## src/rtl/seq_acceptor.sv

```systemverilog
// seq_acceptor: programmable N-key release-sequence acceptor with idle timeout and failed-attempt lockout
module seq_acceptor #(
    parameter int NUM_KEYS = 4,
    parameter int KEY_W = 2,
    parameter int SEQ_LEN = 8,
    parameter logic [SEQ_LEN*KEY_W-1:0] DEFAULT_SEQ = 16'hEE50,
    parameter int TIMEOUT_W = 25,
    parameter int MAX_FAILS = 3,
    parameter int LOCK_W = 26
) (
    input  logic                clk,
    input  logic                reset,
    input  logic [NUM_KEYS-1:0] keys_n,
    input  logic                prog_we,
    input  logic [3:0]          prog_idx,
    input  logic [KEY_W-1:0]    prog_key,
    output logic                prog_err,
    output logic [2:0]          state,
    output logic [4:0]          progress,
    output logic                accept_pulse,
    output logic                reject_pulse,
    output logic [3:0]          fail_cnt
);
    typedef enum logic [2:0] {IDLE = 3'd0, MATCH = 3'd1, ACCEPT = 3'd2, REJECT = 3'd3, LOCKED = 3'd4} state_t;
    localparam logic [4:0] LEN = 5'(SEQ_LEN);
    localparam logic [3:0] MF = 4'(MAX_FAILS);

    state_t st;
    logic [KEY_W-1:0] seq [SEQ_LEN];
    logic [NUM_KEYS-1:0] p1, p2, rel;
    logic [TIMEOUT_W-1:0] tcnt;
    logic [LOCK_W-1:0] lcnt;
    logic [KEY_W-1:0] k, want;
    logic single, hit, to, wr_ok;
    logic [4:0] np;
    logic [3:0] nf;

    assign rel = p2 & ~p1;
    assign single = $onehot(rel);
    assign state = st;
    assign to = &tcnt && st == MATCH;
    assign wr_ok = prog_we && st == IDLE && {1'b0, prog_idx} < LEN;
    assign hit = single && k == want && (st == IDLE || st == MATCH);
    assign np = progress + 5'd1;
    assign nf = fail_cnt + {3'd0, fail_cnt != 4'hf};

    // progress is 0 in IDLE, so the same lookup serves the first step and later ones
    always_comb begin
        k = '0;
        want = seq[0];
        for (int i = 0; i < NUM_KEYS; i++)
            if (rel[i]) k = KEY_W'(i);
        for (int i = 0; i < SEQ_LEN; i++)
            if (progress == 5'(i)) want = seq[i];
    end

    always_ff @(posedge clk or posedge reset)
        if (reset) begin
            p1 <= '0;
            p2 <= '0;
            tcnt <= '0;
        end else begin
            p1 <= ~keys_n;
            p2 <= p1;
            tcnt <= (|rel || st != MATCH) ? '0 : tcnt + TIMEOUT_W'(~&tcnt);
        end

    always_ff @(posedge clk or posedge reset)
        if (reset) begin
            st <= IDLE;
            progress <= '0;
            fail_cnt <= '0;
            lcnt <= '0;
            accept_pulse <= 1'b0;
            reject_pulse <= 1'b0;
            prog_err <= 1'b0;
            for (int i = 0; i < SEQ_LEN; i++) seq[i] <= DEFAULT_SEQ[i*KEY_W +: KEY_W];
        end else begin
            accept_pulse <= 1'b0;
            reject_pulse <= 1'b0;
            prog_err <= prog_we && !wr_ok;
            lcnt <= st == LOCKED ? lcnt + LOCK_W'(1) : '0;
            for (int i = 0; i < SEQ_LEN; i++)
                if (wr_ok && prog_idx == 4'(i)) seq[i] <= prog_key;
            if (hit) begin
                progress <= np;
                st <= np == LEN ? ACCEPT : MATCH;
                accept_pulse <= np == LEN;
                fail_cnt <= np == LEN ? 4'd0 : fail_cnt;
            end else if (st == MATCH && (|rel || to)) begin
                fail_cnt <= nf;
                reject_pulse <= 1'b1;
                st <= (MF != 4'd0 && nf >= MF) ? LOCKED : REJECT;
                progress <= (MF != 4'd0 && nf >= MF) ? 5'd0 : progress;
            end else if ((st == ACCEPT || st == REJECT) && |rel) begin
                st <= IDLE;
                progress <= '0;
            end else if (st == LOCKED && &lcnt) begin
                st <= IDLE;
                fail_cnt <= '0;
            end
        end
endmodule

```

## config.mk

```make
export PLATFORM = sky130hd
export DESIGN_NAME = seq_acceptor
export DESIGN_NICKNAME = d
export VERILOG_FILES = /design/src/rtl/seq_acceptor.sv
export SDC_FILE = /design/constraint.sdc
export NUM_CORES = 1
export LEC_CHECK = 0
export ABC_AREA = 0
export CAP_MARGIN = 10
export CORE_MARGIN = 5
export CORE_UTILIZATION = 60
export DETAILED_ROUTE_END_ITERATION = 10
export DONT_BUFFER_PORTS = 1
export GPL_TIMING_DRIVEN = 0
export HOLD_SLACK_MARGIN = 0.15
export PLACE_DENSITY = 0.83
export SYNTH_ARGS = -nofsm -noshare
export SYNTH_HDL_FRONTEND = slang
export SYNTH_SLANG_ARGS = --single-unit
```

## constraint.sdc

```tcl
create_clock -name clk -period 4.8 [get_ports clk]
set_clock_uncertainty 0.2 [all_clocks]
set_input_delay 0.48 -clock clk [delete_from_list [all_inputs] [get_ports clk]]
set_output_delay 0.48 -clock clk [all_outputs]
set_load 0.01 [all_outputs]
```

==> results of run 1 <==
layer usage:
layer / vias to the layer above / GRT usage (%)
li1: 1680 / -
met1: 1730 / 27.3
met2: 52 / 33.4
met3: 14 / 4.95
met4: 0 / 5.36
met5: - / 0
stage by stage:
stage,utilization (%),instances
finish,67.0,599
detailed placement,63.2,575
global placement,62.8,574
floorplan,-,472
CTS,67.0,599
global route,67.0,599
worst max-delay path, cell delays in order (launching register included):
cell and delay [ps]:
dfrtp_1 510, inv_1 130, ha_1 280, nor4b_1 390, mux2i_1 320, o211ai_2 140
a21oi_1 200, or3_4 160, nand3_4 130, a221oi_2 480, mux2_2 240
registers in the layout, indices dropped and copies added, names as in the netlist:
register,flops
accept_pulse,1
fail_cnt,4
lcnt,26
p1,4
p2,4
prog_err,1
progress,5
reject_pulse,1
seq,16
state,3
tcnt,25
logic make-up after synthesis:
family / count (synthesis) / synth area share, %
xor gates and xnor gates: 43 / 8.02
DFF: 90 / 48.1
buffers and inverters: 30 / 2.80
muxes: 20 / 4.82
and+or+nand+nor: 213 / 23.0
adders and majority gates: 14 / 3.89
AOI/OAI and AO/OA: 62 / 9.29
cells in the final DEF (no fill, tap or decap), drive strengths merged, types with 2 or more instances in the layout:
cell type,Yosys,routed
dfrtp,82,82
nor3b,4,4
a22o,3,3
mux2i,2,2
nand4,10,10
ha,13,13
and3,7,7
clkbuf,7,19
and4,5,5
a21oi,18,18
o22ai,2,2
xor2,30,30
nand2b,10,10
nand2,42,42
nor3,6,6
inv,18,19
nand3b,3,3
nor4b,4,4
a22oi,4,4
a21boi,2,2
o211ai,2,2
nor2b,6,6
buf,5,6
mux2,18,18
a31o,3,3
dfstp,8,8
nand3,29,29
xnor2,13,13
or3,11,11
a211oi,2,2
o21ai,14,14
a2111oi,2,2
and2,4,4
dlygate4sd3,0,9
nor2,68,68
final cells by class:
cell class / count / area, um2 / share of cell area, %
Clock buffer: 12 / 155 / 3.01
Clock inverter: 3 / 47.5 / 0.923
Sequential cell: 90 / 2260 / 43.9
Tap cell: 102 / 128 / 2.48
Buffer: 12 / 63.8 / 1.24
Inverter: 18 / 70.1 / 1.36
Multi-Input combinational cell: 352 / 2300 / 44.8
Timing Repair Buffer: 10 / 118 / 2.28
final timing paths:
path	start	endpoint	slack, ps	depth (start not counted)
max in group asynchronous	reset	seq[3]	3260	3
max reg2reg	progress[1]	progress[0]	1540	10
min reg2reg	p1[2]	p2[2]	170	0
min	p1[2]	p2[2]	170	0
min in group asynchronous	reset	seq[11]	460	2
max	progress[1]	progress[0]	1540	10
report_power, final:
part	switching, mW	internal (mW)
logic	0.338	0.262
registers	0.149	0.887
clock network	0.264	0.270
total	0.751	1.42
timing repair:
item / in CTS / in global routing
buffers inserted: 0 / 0
setup endpoints to repair: 0 / 0
hold buffers: 9 / 0
endpoints found under the hold margin: 60 / 0
==> results.sh, run 1 <==
export IMPL_synth_edf_count=0
export IMPL_std_cell_rows=32
export IMPL_fp_dieArea_um2=9700
export IMPL_min_period_ps=3260
export IMPL_overflow=0
export IMPL_drive_above_1_share_pct=11.7
export IMPL_htreeDepth=3
export IMPL_crit_type="flop to flop"
export IMPL_hold_viol=0
export IMPL_synth_flop_cell="dfrtp_1"
export IMPL_grt_pass1_wl_um=16300
export IMPL_track_usage_pct=20.4
export IMPL_slew_headroom_pct=47.2
export IMPL_diodes=0
export IMPL_whs_ps=170
export IMPL_p_total_mw=2.17
export IMPL_synth_area_per_cell_um2=9.95
export IMPL_numCtsBuffers=9
export IMPL_wl_per_cell_um=15.4
export IMPL_highest_layer="met4"
export IMPL_synthDistinctLibCells=60
export IMPL_placed_area_um2=4860
export IMPL_syn_nets=499
export IMPL_io_buffers=0
export IMPL_yosys_warnings=0
export IMPL_setup_viol=0
export IMPL_rsz0062_at_grt="false"
export IMPL_syn_area_um2=4700
export IMPL_post_place_ws_ps=1590
export IMPL_dpl_hpwl_um=6680
export IMPL_yosysTopAreaCell="dfrtp_1"
export IMPL_slew_violations=0
export IMPL_cts_root_buffer="clkbuf_8"
export IMPL_ys_seq_area_share_pct=48.1
export IMPL_tightestPinTransition_ps=784
export IMPL_postRouteAntennaNets=0
export IMPL_cts_clk_slew_worst_paths_ps=90
export IMPL_fmax_mhz=307
export IMPL_peakVddDrop_mv=0.251
export IMPL_cts_tree="yes"
export IMPL_grt_pass1_vias=3424
export IMPL_async_flop_share_pct=100
export IMPL_num_vias=3476
export IMPL_postSynthCellCount=472
export IMPL_synthTopCellsByArea="dfrtp_1, xor2_1, nor2_1, dfstp_2, mux2_2"
export IMPL_hold_path_class="flop to flop"
export IMPL_cts_sinks=90
export IMPL_core_um2=7690
export IMPL_met3WireLength_um=362
export IMPL_grt_start_max_net_pins=48
export IMPL_wl_met1_um=4280
export IMPL_cts_buffer_depth=2
export IMPL_die_h_um=98.5
export IMPL_drt_iter0_drc=157
export IMPL_synthToLayoutAreaGrowth_pct=9.59
export IMPL_insertion_delay_ps=350
export IMPL_antenna_found_initial=0
export IMPL_firstDrtPassIters=4
export IMPL_final_nets=520
export IMPL_fillCellCount=604
export IMPL_wl_met2_um=4470
export IMPL_drv_cap=0
export IMPL_layout_setup_ws_ps=1540
export IMPL_ctsResizeCount=0
export IMPL_status="finished clean"
export IMPL_yosysMostFrequentCell="dfrtp_1"
export IMPL_p_leak_nw=2.17
export IMPL_num_io_pins=28
export IMPL_wl_um=9230
export IMPL_post_route_period_util_pct=67.8
export IMPL_cp_max_fo=9
export IMPL_synthTopCellsByCount="dfrtp_1, nor2_1, nand2_1, xor2_1, nand3_1"
export IMPL_power_density_nw_per_um2=421
export IMPL_start_util_pct=61.1
export IMPL_die_width_um=98.5
export IMPL_yosysTopAreaCellShare_pct=43.7
export IMPL_via_per_inst=5.80
export IMPL_globalplace_congestion=0.803
export IMPL_critPathArrivalTime_ps=3360
export IMPL_design_area_um2=5150
export IMPL_cp_start_kind="flop"
export IMPL_ys_seq_elements=90
export IMPL_critPathRequiredTime_ps=4900
export IMPL_endpoint_kind="flop"
export IMPL_setup_tns_ps=0
export IMPL_drc=0
(Power assumes the default switching activity.)
==> inputs of run 2 (changes only) <==
==> constraint.sdc (replaced) <==
create_clock -name clk -period 3.2 [get_ports clk]
set_clock_uncertainty 0.2 [all_clocks]
set_input_delay 0.32 -clock clk [delete_from_list [all_inputs] [get_ports clk]]
set_output_delay 0.32 -clock clk [all_outputs]
set_load 0.01 [all_outputs]
==> results.sh, run 2 (synthesized netlist as in run 1, its figures left out) <==
export IMPL_firstDrtPassIters=4
export IMPL_track_usage_pct=20.7
export IMPL_hold_start="p1[2]"
export IMPL_setup_tns_ps=0
export IMPL_die_width_um=98.5
export IMPL_cp_startpoint="progress[0]"
export IMPL_whs_ps=172
export IMPL_layout_commonest_cell="dfrtp_1"
export IMPL_setup_viol=0
export IMPL_cp_max_fo=10
export IMPL_reg2reg_depth=11
export IMPL_core_um2=7690
export IMPL_insertion_delay_ps=350
export IMPL_globalplace_congestion=0.803
export IMPL_grt_pass1_vias=3516
export IMPL_post_route_period_util_pct=95.1
export IMPL_largest_register="lcnt"
export IMPL_grtUsageMet1_pct=27.7
export IMPL_diodes=0
export IMPL_numCtsBuffers=9
export IMPL_critPathArrivalTime_ps=3090
export IMPL_grt_busiest_layer="met2"
export IMPL_htreeDepth=3
export IMPL_final_nets=527
export IMPL_final_cell_mix="dfrtp_1, nor2_1, nand2_1"
export IMPL_wl_um=9440
export IMPL_status="finished clean"
export IMPL_cp_start_kind="flop"
export IMPL_met2_usage_pct=34.2
export IMPL_critPathRequiredTime_ps=3240
export IMPL_dpl_hpwl_um=6680
export IMPL_grt_start_max_net_pins=48
export IMPL_slew_violations=0
export IMPL_die_h_um=98.5
export IMPL_p_leak_nw=2.22
export IMPL_wl_per_cell_um=15.6
export IMPL_cts_root_buffer="clkbuf_8"
export IMPL_fp_dieArea_um2=9700
export IMPL_cts_sinks=90
export IMPL_antenna_found_initial=0
export IMPL_crit_type="flop to flop"
export IMPL_hold_viol=0
export IMPL_r2r_start="progress[0]"
export IMPL_holdPathStages=0
export IMPL_post_place_ws_ps=-10.3
export IMPL_cts_buffer_depth=2
export IMPL_via_per_inst=5.75
export IMPL_rsz0062_at_grt="false"
export IMPL_hold_path_class="flop to flop"
export IMPL_num_vias=3485
export IMPL_io_buffers=0
export IMPL_start_util_pct=61.1
export IMPL_num_io_pins=28
export IMPL_endpoint_kind="flop"
export IMPL_peakVddDrop_mv=0.421
export IMPL_overflow=0
export IMPL_std_cell_rows=32
export IMPL_grt_pass1_wl_um=16500
export IMPL_drv_cap=0
export IMPL_groute_layer_met3_usage_pct=5.24
export IMPL_drt_iter0_drc=195
export IMPL_slew_headroom_pct=49.1
export IMPL_drive_above_1_share_pct=13.3
export IMPL_tightestPinTransition_ps=757
export IMPL_layout_setup_ws_ps=156
export IMPL_reg_top3="lcnt (26), tcnt (25), seq (16)"
export IMPL_postRouteAntennaNets=0
export IMPL_power_density_nw_per_um2=632
export IMPL_p_total_mw=3.33
export IMPL_largest_reg_flops=26
export IMPL_fmax_mhz=329
export IMPL_dp_cells=575
export IMPL_cts_clk_slew_worst_paths_ps=90
export IMPL_synthToLayoutAreaGrowth_pct=12.0
export IMPL_min_period_ps=3040
export IMPL_cts_tree="yes"
export IMPL_fin_cells=606
export IMPL_drc=0
[run 2: changes by cell type in the layout (fill, tap and decap cells not counted), moves of 2 or more]
| cell | delta |
|---|---|
| dfrtp_1 | -2 |
| dlygate4sd3_1 | +8 |
| clkbuf_1 | -3 |
| dfrtp_2 | +2 |
[run 2: worst paths after layout]
path	to	slack, ps
setup / recovery	state[0]	160
setup reg to reg	state[0]	160
hold reg to reg	p2[2]	170
min in group asynchronous	seq[11]	300
hold / removal	p2[2]	170
max in group asynchronous	seq[3]	1810
[run 2: worst max-delay path: stages (launching register included)]
cell and delay [ps]:
dfrtp_2 500, inv_1 110, ha_1 170, buf_2 200
nand3b_1 120, a211oi_1 70, a2111oi_1 370, o21ai_1 190
or3_4 430, nand3_4 150, nand2_2 110, mux2_4 300
[run 2: layout make-up]
class | instances | area (um2)
Clock buffer | 12 | 155
Fill cell | 583 | 2420
Inverter | 18 | 70.1
Timing Repair Buffer | 19 | 205
Sequential cell | 90 | 2260
Clock inverter | 3 | 47.5
Multi-Input combinational cell | 352 | 2340
Tap cell | 102 | 128
Buffer | 10 | 57.6
[run 2: metal layers]
metal	up-vias	routed length [um]
li1	1692	-
met1	1719	4170
met2	66	4670
met3	8	526
met4	0	63
met5	-	0
[run 2: through the flow]
| stage | util [%] | cell area (um2) |
|---|---|---|
| 6_report | 68.5 | 5260 |
| 5_1_grt | 68.5 | 5260 |
| 4_1_cts | 68.2 | 5240 |
| 3_5_place_dp | 63.2 | 4860 |
| 3_3_place_gp | 62.8 | 4830 |
| 2_1_floorplan | - | 4700 |
[run 2: repair_timing]
item,4_1_cts,5_1_grt
hold buffers,17,0
buffers inserted,0,1
endpoints found under the setup margin,5,13
gates resized for setup,2,8
hold endpoints to repair,100,0
[run 2: power by group]
group          internal [mW]  switching (mW)  total [mW]
sequential              1.33           0.221        1.55
combinational          0.435           0.534       0.968
clock                  0.405           0.400       0.805
==> inputs of run 3 (changes only) <==
--- a/config.mk
+++ b/config.mk
@@ -7,6 +7,7 @@
 export LEC_CHECK = 0
 export ABC_AREA = 0
 export CAP_MARGIN = 10
+export CORE_ASPECT_RATIO = 1.5
 export CORE_MARGIN = 5
 export CORE_UTILIZATION = 60
 export DETAILED_ROUTE_END_ITERATION = 10
==> constraint.sdc (replaced) <==
create_clock -name clk -period 3.8 [get_ports clk]
set_clock_uncertainty 0.2 [all_clocks]
set_input_delay 0.38 -clock clk [delete_from_list [all_inputs] [get_ports clk]]
set_output_delay 0.38 -clock clk [all_outputs]
set_load 0.01 [all_outputs]
==> results.sh, run 3 (synthesized netlist as in run 1, its figures left out) <==
export IMPL_cp_start_kind="flop"
export IMPL_post_place_ws_ps=397
export IMPL_post_route_period_util_pct=90.8
export IMPL_io_buffers=0
export IMPL_critPathArrivalTime_ps=3480
export IMPL_layout_setup_ws_ps=349
export IMPL_drive_above_1_share_pct=11.4
export IMPL_whs_ps=158
export IMPL_post_cts_buffers=0
export IMPL_antenna_found_initial=0
export IMPL_crit_type="flop to flop"
export IMPL_tightestPinTransition_ps=746
export IMPL_fin_cells=604
export IMPL_status="finished clean"
export IMPL_cts_clk_slew_worst_paths_ps=60
export IMPL_p_int_mw=1.99
export IMPL_combPwrFrac_pct=26.9
export IMPL_design_area_um2=5280
export IMPL_overflow=0
export IMPL_track_usage_pct=21.9
export IMPL_grt_start_max_net_pins=72
export IMPL_setup_tns_ps=0
export IMPL_grtUsageMet1_pct=24.4
export IMPL_cp_max_fo=9
export IMPL_slew_headroom_pct=49.8
export IMPL_rsz0062_at_grt="false"
export IMPL_die_width_um=82.3
export IMPL_numCtsBuffers=9
export IMPL_p_total_mw=2.98
export IMPL_synthToLayoutAreaGrowth_pct=12.4
export IMPL_critPathRequiredTime_ps=3830
export IMPL_insertion_delay_ps=340
export IMPL_grt_pass1_wl_um=16600
export IMPL_dpl_hpwl_um=6890
export IMPL_slew_violations=0
export IMPL_met2_usage_pct=37.0
export IMPL_globalplace_congestion=0.834
export IMPL_final_nets=525
export IMPL_cts_root_buffer="clkbuf_16"
export IMPL_dp_cells=575
export IMPL_pwr_share_seq_pct=44.0
export IMPL_fmax_mhz=290
export IMPL_groute_layer_met3_usage_pct=4.72
export IMPL_wl_um=9770
export IMPL_final_cell_mix="dfrtp_1, nor2_1, nand2_1"
export IMPL_fp_dieArea_um2=9740
export IMPL_layout_commonest_cell="dfrtp_1"
export IMPL_hold_viol=0
export IMPL_endpoint_kind="flop"
export IMPL_hold_path_class="input port to flop"
export IMPL_setup_viol=0
export IMPL_power_density_nw_per_um2=564
export IMPL_drt_iter0_drc=160
export IMPL_largest_reg_flops=26
export IMPL_final_util_pct=69.4
export IMPL_cts_tree="yes"
export IMPL_cts_buffer_depth=2
export IMPL_drv_cap=0
export IMPL_p_sw_share_pct=33.2
export IMPL_num_io_pins=28
export IMPL_clockPowerShare_pct=29.2
export IMPL_wl_per_cell_um=16.2
export IMPL_firstDrtPassIters=5
export IMPL_largest_register="lcnt"
export IMPL_placed_area_um2=4860
export IMPL_postRouteAntennaNets=0
export IMPL_start_util_pct=61.7
export IMPL_p_switching_uw=988
export IMPL_cts_sinks=90
export IMPL_via_per_inst=5.84
export IMPL_grt_pass1_vias=3684
export IMPL_grt_busiest_layer="met2"
export IMPL_drc=0
export IMPL_htreeDepth=3
export IMPL_peakVddDrop_mv=0.519
export IMPL_min_period_ps=3450
export IMPL_die_h_um=118
export IMPL_num_vias=3526
export IMPL_p_leak_nw=2.24
export IMPL_reg_top3="lcnt (26), tcnt (25), seq (16)"
export IMPL_diodes=0
export IMPL_ctsResizeCount=0
export IMPL_std_cell_rows=39
export IMPL_core_um2=7610
run 3: path summary, 6_finish.rpt:
kind                             startpoint     endpoint  slack, ps  cells after the start
worst max-delay path            progress[1]  progress[0]        350                     10
worst min-delay path            prog_idx[2]      seq[15]        160                      2
worst max register to register  progress[1]  progress[0]        350                     10
worst min register to register        p1[0]        p2[0]        170                      0
max in group asynchronous             reset       seq[1]       2470                      3
min in group asynchronous             reset     lcnt[11]        270                      2
run 3: cell type report:
cell class	instances	area (um2)
plain buffers	12	63.8
clock buffers	12	246
clock inverters	3	40.0
fillers	576	2330
inverters	18	70.1
multi-input cells	352	2300
flip-flops and latches	90	2260
well taps	102	128
repair buffers	15	168
run 3: routing by layer:
| layer | routed length, um | up-vias |
|---|---|---|
| met5 | 0 | - |
| met4 | 327 | 0 |
| met3 | 376 | 22 |
| met2 | 5250 | 65 |
| met1 | 3820 | 1744 |
| li1 | - | 1695 |
run 3: power groups by stage:
stage          logic [mW]  clock network [mW]  registers (mW)
2_1_floorplan       0.598                   0            1.26
3_3_place_gp        0.705                   0            1.31
3_5_place_dp        0.751                   0            1.32
4_1_cts             0.792               0.886            1.30
5_1_grt             0.881               0.920            1.33
6_report            0.801               0.868            1.31
run 3: what timing repair did:
action                     4_1_cts  5_1_grt
hold endpoints to repair       103        0
hold buffers                    14        0
setup endpoints to repair        0        0
run 3: worst max-delay path: stages (launching register included):
cell and delay (ps):
dfrtp_1 520, inv_1 150, ha_1 300, nor4b_1 480, mux2i_1 360, o211ai_2 160
a2111oi_1 490, o21ai_2 120, nand3_4 130, a221oi_2 130, mux2_2 300
